$ cat src/rtl/pixel_writer_pkg.sv
// rtl/pixel_writer_pkg.sv - command codes, word field positions and FSM states for pixel_writer.
package pixel_writer_pkg;

  localparam int COMMAND_MSB = 31;
  localparam int COMMAND_LSB = 24;

  localparam logic [7:0] CMD_PIXEL      = 8'h00;
  localparam logic [7:0] CMD_FRAME_SYNC = 8'h01;

  typedef enum logic {
    IDLE  = 1'b0,
    WRITE = 1'b1
  } state_t;

endpackage

$ cat src/rtl/pixel_writer_strobe_sync.sv
// rtl/pixel_writer_strobe_sync.sv - 2-flop synchroniser with a one-cycle rising-edge pulse.
module strobe_sync (
  input  logic clk,
  input  logic reset_n,
  input  logic async_in,
  output logic pulse_out
);

  logic sync1;
  logic sync2;
  logic delayed;

  always_ff @(posedge clk or negedge reset_n) begin
    if (!reset_n) begin
      sync1   <= 1'b0;
      sync2   <= 1'b0;
      delayed <= 1'b0;
    end else begin
      sync1   <= async_in;
      sync2   <= sync1;
      delayed <= sync2;
    end
  end

  assign pulse_out = sync2 & ~delayed;

endmodule

$ cat src/rtl/pixel_writer.sv
// rtl/pixel_writer.sv - decodes SPI words into pixel writes to the back half of a double-buffered frame RAM.
module pixel_writer
  import pixel_writer_pkg::*;
#(
  parameter int BITS_PER_PIXEL = 32,
  parameter int PANEL_WIDTH    = 64,
  parameter int PANEL_HEIGHT   = 32,
  parameter int COLOUR_BITS    = 24,
  parameter int INDEX_BITS     = 11
) (
  input  logic                      clk,
  input  logic                      reset_n,
  input  logic [BITS_PER_PIXEL-1:0] spi_data,
  input  logic                      pixel_clk,
  input  logic                      fb_ready,
  output logic                      fb_we,
  output logic [INDEX_BITS:0]       fb_addr,
  output logic [COLOUR_BITS-1:0]    fb_data,
  output logic                      front_buffer,
  output logic                      frame_done,
  output logic                      overrun
);

  localparam logic [INDEX_BITS-1:0] LAST_INDEX = INDEX_BITS'(PANEL_WIDTH * PANEL_HEIGHT - 1);

  state_t                state;
  logic [INDEX_BITS-1:0] pixel_index;
  logic                  strobe;
  logic [7:0]            command;

  strobe_sync u_strobe_sync (
    .clk       (clk),
    .reset_n   (reset_n),
    .async_in  (pixel_clk),
    .pulse_out (strobe)
  );

  // spi_data is still stable when the synchronised strobe arrives, so it is decoded directly.
  assign command = spi_data[COMMAND_MSB:COMMAND_LSB];

  always_ff @(posedge clk or negedge reset_n) begin
    if (!reset_n) begin
      state        <= IDLE;
      fb_we        <= 1'b0;
      fb_addr      <= '0;
      fb_data      <= '0;
      front_buffer <= 1'b0;
      frame_done   <= 1'b0;
      overrun      <= 1'b0;
      pixel_index  <= '0;
    end else begin
      frame_done <= 1'b0;
      case (state)
        IDLE: begin
          if (strobe) begin
            if (command == CMD_PIXEL) begin
              fb_we   <= 1'b1;
              fb_addr <= {~front_buffer, pixel_index};
              fb_data <= spi_data[COLOUR_BITS-1:0];
              state   <= WRITE;
            end else if (command == CMD_FRAME_SYNC) begin
              pixel_index <= '0;
            end
          end
        end
        WRITE: begin
          // A strobe here, including on the completing edge, loses its word.
          if (strobe) overrun <= 1'b1;
          if (fb_ready) begin
            fb_we <= 1'b0;
            state <= IDLE;
            if (pixel_index == LAST_INDEX) begin
              pixel_index  <= '0;
              front_buffer <= ~front_buffer;
              frame_done   <= 1'b1;
            end else begin
              pixel_index <= pixel_index + 1'b1;
            end
          end
        end
        default: state <= IDLE;
      endcase
    end
  end

endmodule

$ cat config.mk
export PLATFORM = sky130hd
export DESIGN_NAME = pixel_writer
export DESIGN_NICKNAME = d
export VERILOG_FILES = /design/src/rtl/pixel_writer_pkg.sv /design/src/rtl/pixel_writer_strobe_sync.sv /design/src/rtl/pixel_writer.sv
export SDC_FILE = /design/constraint.sdc
export NUM_CORES = 1
export LEC_CHECK = 0
export CORE_ASPECT_RATIO = 0.9
export CORE_MARGIN = 10
export CORE_UTILIZATION = 40
export DETAILED_ROUTE_END_ITERATION = 8
export GPL_TIMING_DRIVEN = 0
export HOLD_SLACK_MARGIN = 0.02
export PLACE_DENSITY = 0.7
export SKIP_CTS_REPAIR_TIMING = 1
export SLEW_MARGIN = 20
export SYNTH_ARGS = -nofsm -noshare
export SYNTH_HDL_FRONTEND = slang
export SYNTH_HIERARCHICAL = 1
export SYNTH_SLANG_ARGS = --single-unit
$ cat constraint.sdc
create_clock -name clk -period 3.7 [get_ports clk]
set_input_delay 0.74 -clock clk [delete_from_list [all_inputs] [get_ports clk]]
set_output_delay 0.74 -clock clk [all_outputs]
set_load 0.005 [all_outputs]
== Yosys cells after proc, flatten, opt, wreduce, memory -nomap -nowiden ==
Cells that the tools add are included.

* Flip-flop bits (word level): 55
* Bits of input ports: 36
* Output and inout bits: 40
* Logic and storage cells: 46

* Add/sub/neg operators: 1
* Equality and inequality tests: 7
* Muxes and demuxes: 17
* Bitwise logic cells: 4
* Reductions and logical operators: 6

{| class="wikitable"
|+ Operators by type and width
! cell !! count
|-
| 11-bit 2-to-1 mux || 5
|-
| 11-bit case mux with 2 select lines || 1
|-
| 11-bit by 1-bit adder with 11-bit output, second input constant || 1
|-
| 11-bit == test, second input constant || 1
|-
| 2-bit != test, second input constant || 5
|-
| 1-bit 2-to-1 mux || 9
|-
| 3-bit AND reduction || 3
|-
| 8-bit by 1-bit == test with 1-bit output, second input constant || 1
|-
| 8-bit zero test || 1
|-
| 1-bit case mux with 2 select lines || 2
|-
| 4-bit AND reduction || 1
|-
| 1-bit inverter || 3
|-
| 2-bit AND reduction || 1
|-
| 1-bit bitwise AND || 1
|}

== Longest topological paths before layout ==
* Depth in word-level cells: 5
* Mapped depth: 6
* Depth with buffers taken out: 5

== Cells and area by module ==
Netlist, hierarchy kept.

{| class="wikitable"
|+ Modules (own cells, without submodules)
! module !! times used !! cells an instance !! area an instance (um^2) !! seq. area each (um^2)
|-
| pixel_writer || 1 || 162 || 2393.5 || 1301.2
|-
| strobe_sync || 1 || 4 || 88.8 || 75.1
|}

== Least setup slack after synthesis ==
Ideal clock, no wire load.

* Path type: input to register
* Start: input port spi_data[28]
* End: register fb_addr[0]
* Setup time: 0.125 ns
* Arrival: 1.916 ns
* Data required time: 3.575 ns
* Setup slack: 1.659 ns
* Cell stages on the path: 5
* Path buffers: 1
* Path through: nor4b_4 > nand3_4 > nor2_8 > buf_12 > mux2_4

* Longest elaborated chain between the ends: 2

{| class="wikitable"
|+ RTL lines
! what !! RTL line !! text
|-
| start, declared || pixel_writer.sv:13 || <nowiki>input logic [BITS_PER_PIXEL-1:0] spi_data,</nowiki>
|-
| 8-bit zero test || pixel_writer.sv:56 || <nowiki>if (command == CMD_PIXEL) begin</nowiki>
|-
| 3-bit AND reduction (no source line) || - ||
|-
| end signal, assigned || pixel_writer.sv:58 || <nowiki>fb_addr <= {~front_buffer, pixel_index};</nowiki>
|-
| end, declared || pixel_writer.sv:17 || <nowiki>output logic [INDEX_BITS:0] fb_addr,</nowiki>
|}

Every way passes these cells.
A chain may end at the register's enable or synchronous reset.

== Worst setup path in the final report ==
* Start: input port spi_data[28]
* End: register fb_addr[5]

Same word-level chain as after synthesis.

==> flow_metrics.env <==
export IMPL_outcome="completed"
export IMPL_gp_congestion=0.801
export IMPL_grt_overflow=0
export IMPL_layout_drive_gt1_share=0.233
export IMPL_die_w_um=103
export IMPL_p_seq_frac=0.601
export IMPL_required_ns=3.88
export IMPL_die_height_um=94.7
export IMPL_path_class="input pin to flop"
export IMPL_yosysTopAreaCell="dfrtp_1"
export IMPL_synth_top_area_share=0.554
export IMPL_report_final_setup_viol=0
export IMPL_drv_slew=0
export IMPL_cp_max_fo=10
export IMPL_clockPowerShare=0.306
export IMPL_switching_power_uw=228
export IMPL_syn_nets=203
export IMPL_core_um2=6080
export IMPL_worst_slack_ns=1.40
export IMPL_tritoncts="yes"
export IMPL_root_buffer="clkbuf_8"
export IMPL_slew_headroom=0.532
export IMPL_synth_cells=166
export IMPL_grt_max_degree=56
export IMPL_port_buffers=75
export IMPL_nFillCells=511
export IMPL_dp_hpwl_um=4180
export IMPL_clk_pin_slew_ns=0.09
export IMPL_nets=285
export IMPL_syn_area_um2=2480
export IMPL_tightest_slew_ns=0.702
export IMPL_place_inst=313
export IMPL_ant_nets=0
export IMPL_yosys_warnings=6
export IMPL_finalInstanceArea_um2=3400
export IMPL_maxCapViolations=0
export IMPL_vdd_drop_max_mv=0.150
export IMPL_yosysUniqueCellTypes=39
export IMPL_avgRoutedWirePerCell_um=17.0
export IMPL_placed_cell_area_um2=3320
export IMPL_grtUsageTotal=0.118
export IMPL_clockBufferDepth=2
export IMPL_rows=27
export IMPL_area_delta_synth_final_pct=37.0
export IMPL_sw_frac_of_total=0.219
export IMPL_clk_latency_ns=0.31
export IMPL_ys_ff_latch=55
export IMPL_powerDensity_nw_per_um2=305
export IMPL_tns_ns=0
export IMPL_hold_path_class="flop to flop"
export IMPL_start_kind="input pin"
export IMPL_pre_cts_ws_ns=1.05
export IMPL_crit_arrival_ns=2.48
export IMPL_clock_sinks=55
export IMPL_grt_pass1_wl_um=8950
export IMPL_ios=76
export IMPL_cp_end_kind="flop"
export IMPL_drc=0
export IMPL_ys_seq_area_frac=0.554
export IMPL_clock_fmax_mhz=435
export IMPL_synthTopCellsByArea="dfrtp_1 55%, mux2_4 17%, mux2_2 3.2%"
export IMPL_h_tree_depth=2
export IMPL_start_util=0.408
export IMPL_antenna_found_initial=0
export IMPL_avgSynthCellArea_um2=15.0
export IMPL_die_area_um2=9760
export IMPL_comb_power_share=0.093
export IMPL_totalWireLength_um=5450
export IMPL_fin_skew_ns=0.00999
export IMPL_grt_pass1_vias=1655
export IMPL_rsz0062_at_grt="no"
export IMPL_drt_iter0_markers=65
export IMPL_min_period_ns=2.30
export IMPL_whs_ns=0.355
export IMPL_cts_buffers_inserted=5
export IMPL_vias_per_cell=4.94
export IMPL_p_leak_uw=0.00149
export IMPL_period_share=0.622
export IMPL_num_antenna_cells=0
export IMPL_via_count=1586
export IMPL_dr_pass1_iters=4
export IMPL_instances_no_fill=321
export IMPL_power_internal_uw=812
export IMPL_hold_viol_final=0
==> critical path, stage by stage <==
cell and delay [ns]:
clkdlybuf4s50_1 0.44, nor4b_4 0.41, nand3_4 0.16, nor2_8 0.25
buf_12 0.19, mux2_4 0.30
==> final cells by class <==
class                      count  area, um^2  share of cell area
sequential                    55        1380               0.405
multi-input combinational    102        1020               0.300
timing repair buffer          75         748               0.220
tap                           72        90.1              0.0265
clock buffer                   7        76.3              0.0224
buffer                         5        70.1              0.0206
inverter                       4        15.0             0.00441
clock inverter                 1        5.00             0.00147
==> sequential cells by signal, indices dropped and copies added, names as in the netlist <==
signal                 flops
fb_data                   24
fb_addr                   12
pixel_index               11
fb_we                      1
frame_done                 1
front_buffer               1
overrun                    1
state                      1
u_strobe_sync/delayed      1
u_strobe_sync/sync1        1
u_strobe_sync/sync2        1
==> cells by family after synthesis <==
family | Yosys count | synth area share
xor+xnor | 2 | 0.00706
mux | 37 | 0.209
flops | 55 | 0.554
compound gates | 21 | 0.0716
fa+ha+maj | 1 | 0.00504
buf+inv | 9 | 0.0343
simple gates | 41 | 0.118
==> cells in the mapped netlist <==
cell type  count
o2bb2a_1       1
nor4_2         1
nor2b_4        1
nor2_1         4
nor2_2         2
o41ai_4        1
xnor2_1        1
nand3_2        1
xor2_1         1
o22ai_1        1
buf_2          2
and3_1         1
mux2_4        28
nor4b_4        2
inv_1          4
nand3_4        1
nand4_1        1
o2bb2ai_1      1
mux2_2         7
nand3_1        6
nand2_1        7
buf_12         3
o21bai_1       2
and2_1         3
nor3_1         5
dfrtp_1       55
or4_1          1
o31ai_1        2
o21ai_0        6
a21o_1         2
ha_1           1
a31oi_2        1
nand2b_1       2
or2_1          1
nor2_8         1
nor4_1         1
mux2i_1        2
a22o_1         2
a221o_1        2
==> through the flow <==
step | power, uW | utilization
6_report | 1040 | 0.559
3_3_place_gp | 733 | 0.547
3_5_place_dp | 735 | 0.546
2_1_floorplan | 659 | -
4_1_cts | 1060 | 0.559
5_1_grt | 1090 | 0.559
==> power by group through the flow <==
stage                     Combinational, uW  Sequential (uW)  Clock, uW
final                                  96.9              624        318
after global routing                    106              627        357
after CTS                              99.4              625        334
after detailed placement               99.0              636          0
after floorplan                        23.1              636          0
after global placement                 97.3              636          0
==> cells in the final DEF, fill, tap and decap left out, types with 2 or more instances in the layout <==
cell type        netlist  final
inv_1                  4      4
nor3_1                 5      5
mux2_4                28     28
and2_1                 3      3
buf_2                  2      2
mux2i_1                2      2
a21o_1                 2      2
o21ai_0                6      6
a221o_1                2      2
nor4b_4                2      2
clkdlybuf4s50_1        0     74
o31ai_1                2      2
clkbuf_8               0      5
buf_12                 3      3
dfrtp_1               55     55
nor2_1                 4      4
nor2_2                 2      2
nand2b_1               2      2
nand2_1                7      7
nand3_1                6      6
o21bai_1               2      2
clkbuf_1               0      2
mux2_2                 7      7
a22o_1                 2      2
==> layer usage <==
metal / GRT usage / part of all wire / up-vias
li1: - / - / 766
met1: 0.152 / 0.44 / 778
met2: 0.184 / 0.48 / 38
met3: 0.0343 / 0.063 / 4
met4: 0.0417 / 0.012 / 0
met5: 0 / 0 / -
==> worst paths after layout <==
check	endpoint	slack, ns	startpoint	cells after the start
hold reg to reg	u_strobe_sync/sync2	0.35	u_strobe_sync/sync1	0
setup / recovery	fb_addr[5]	1.40	spi_data[28]	6
hold / removal	u_strobe_sync/sync2	0.35	u_strobe_sync/sync1	0
setup reg to reg	fb_addr[5]	1.84	u_strobe_sync/delayed	6
min in group asynchronous	fb_data[4]	0.46	reset_n	1
max in group asynchronous	fb_addr[5]	2.75	reset_n	1
Power figures use the tool's default switching activity.
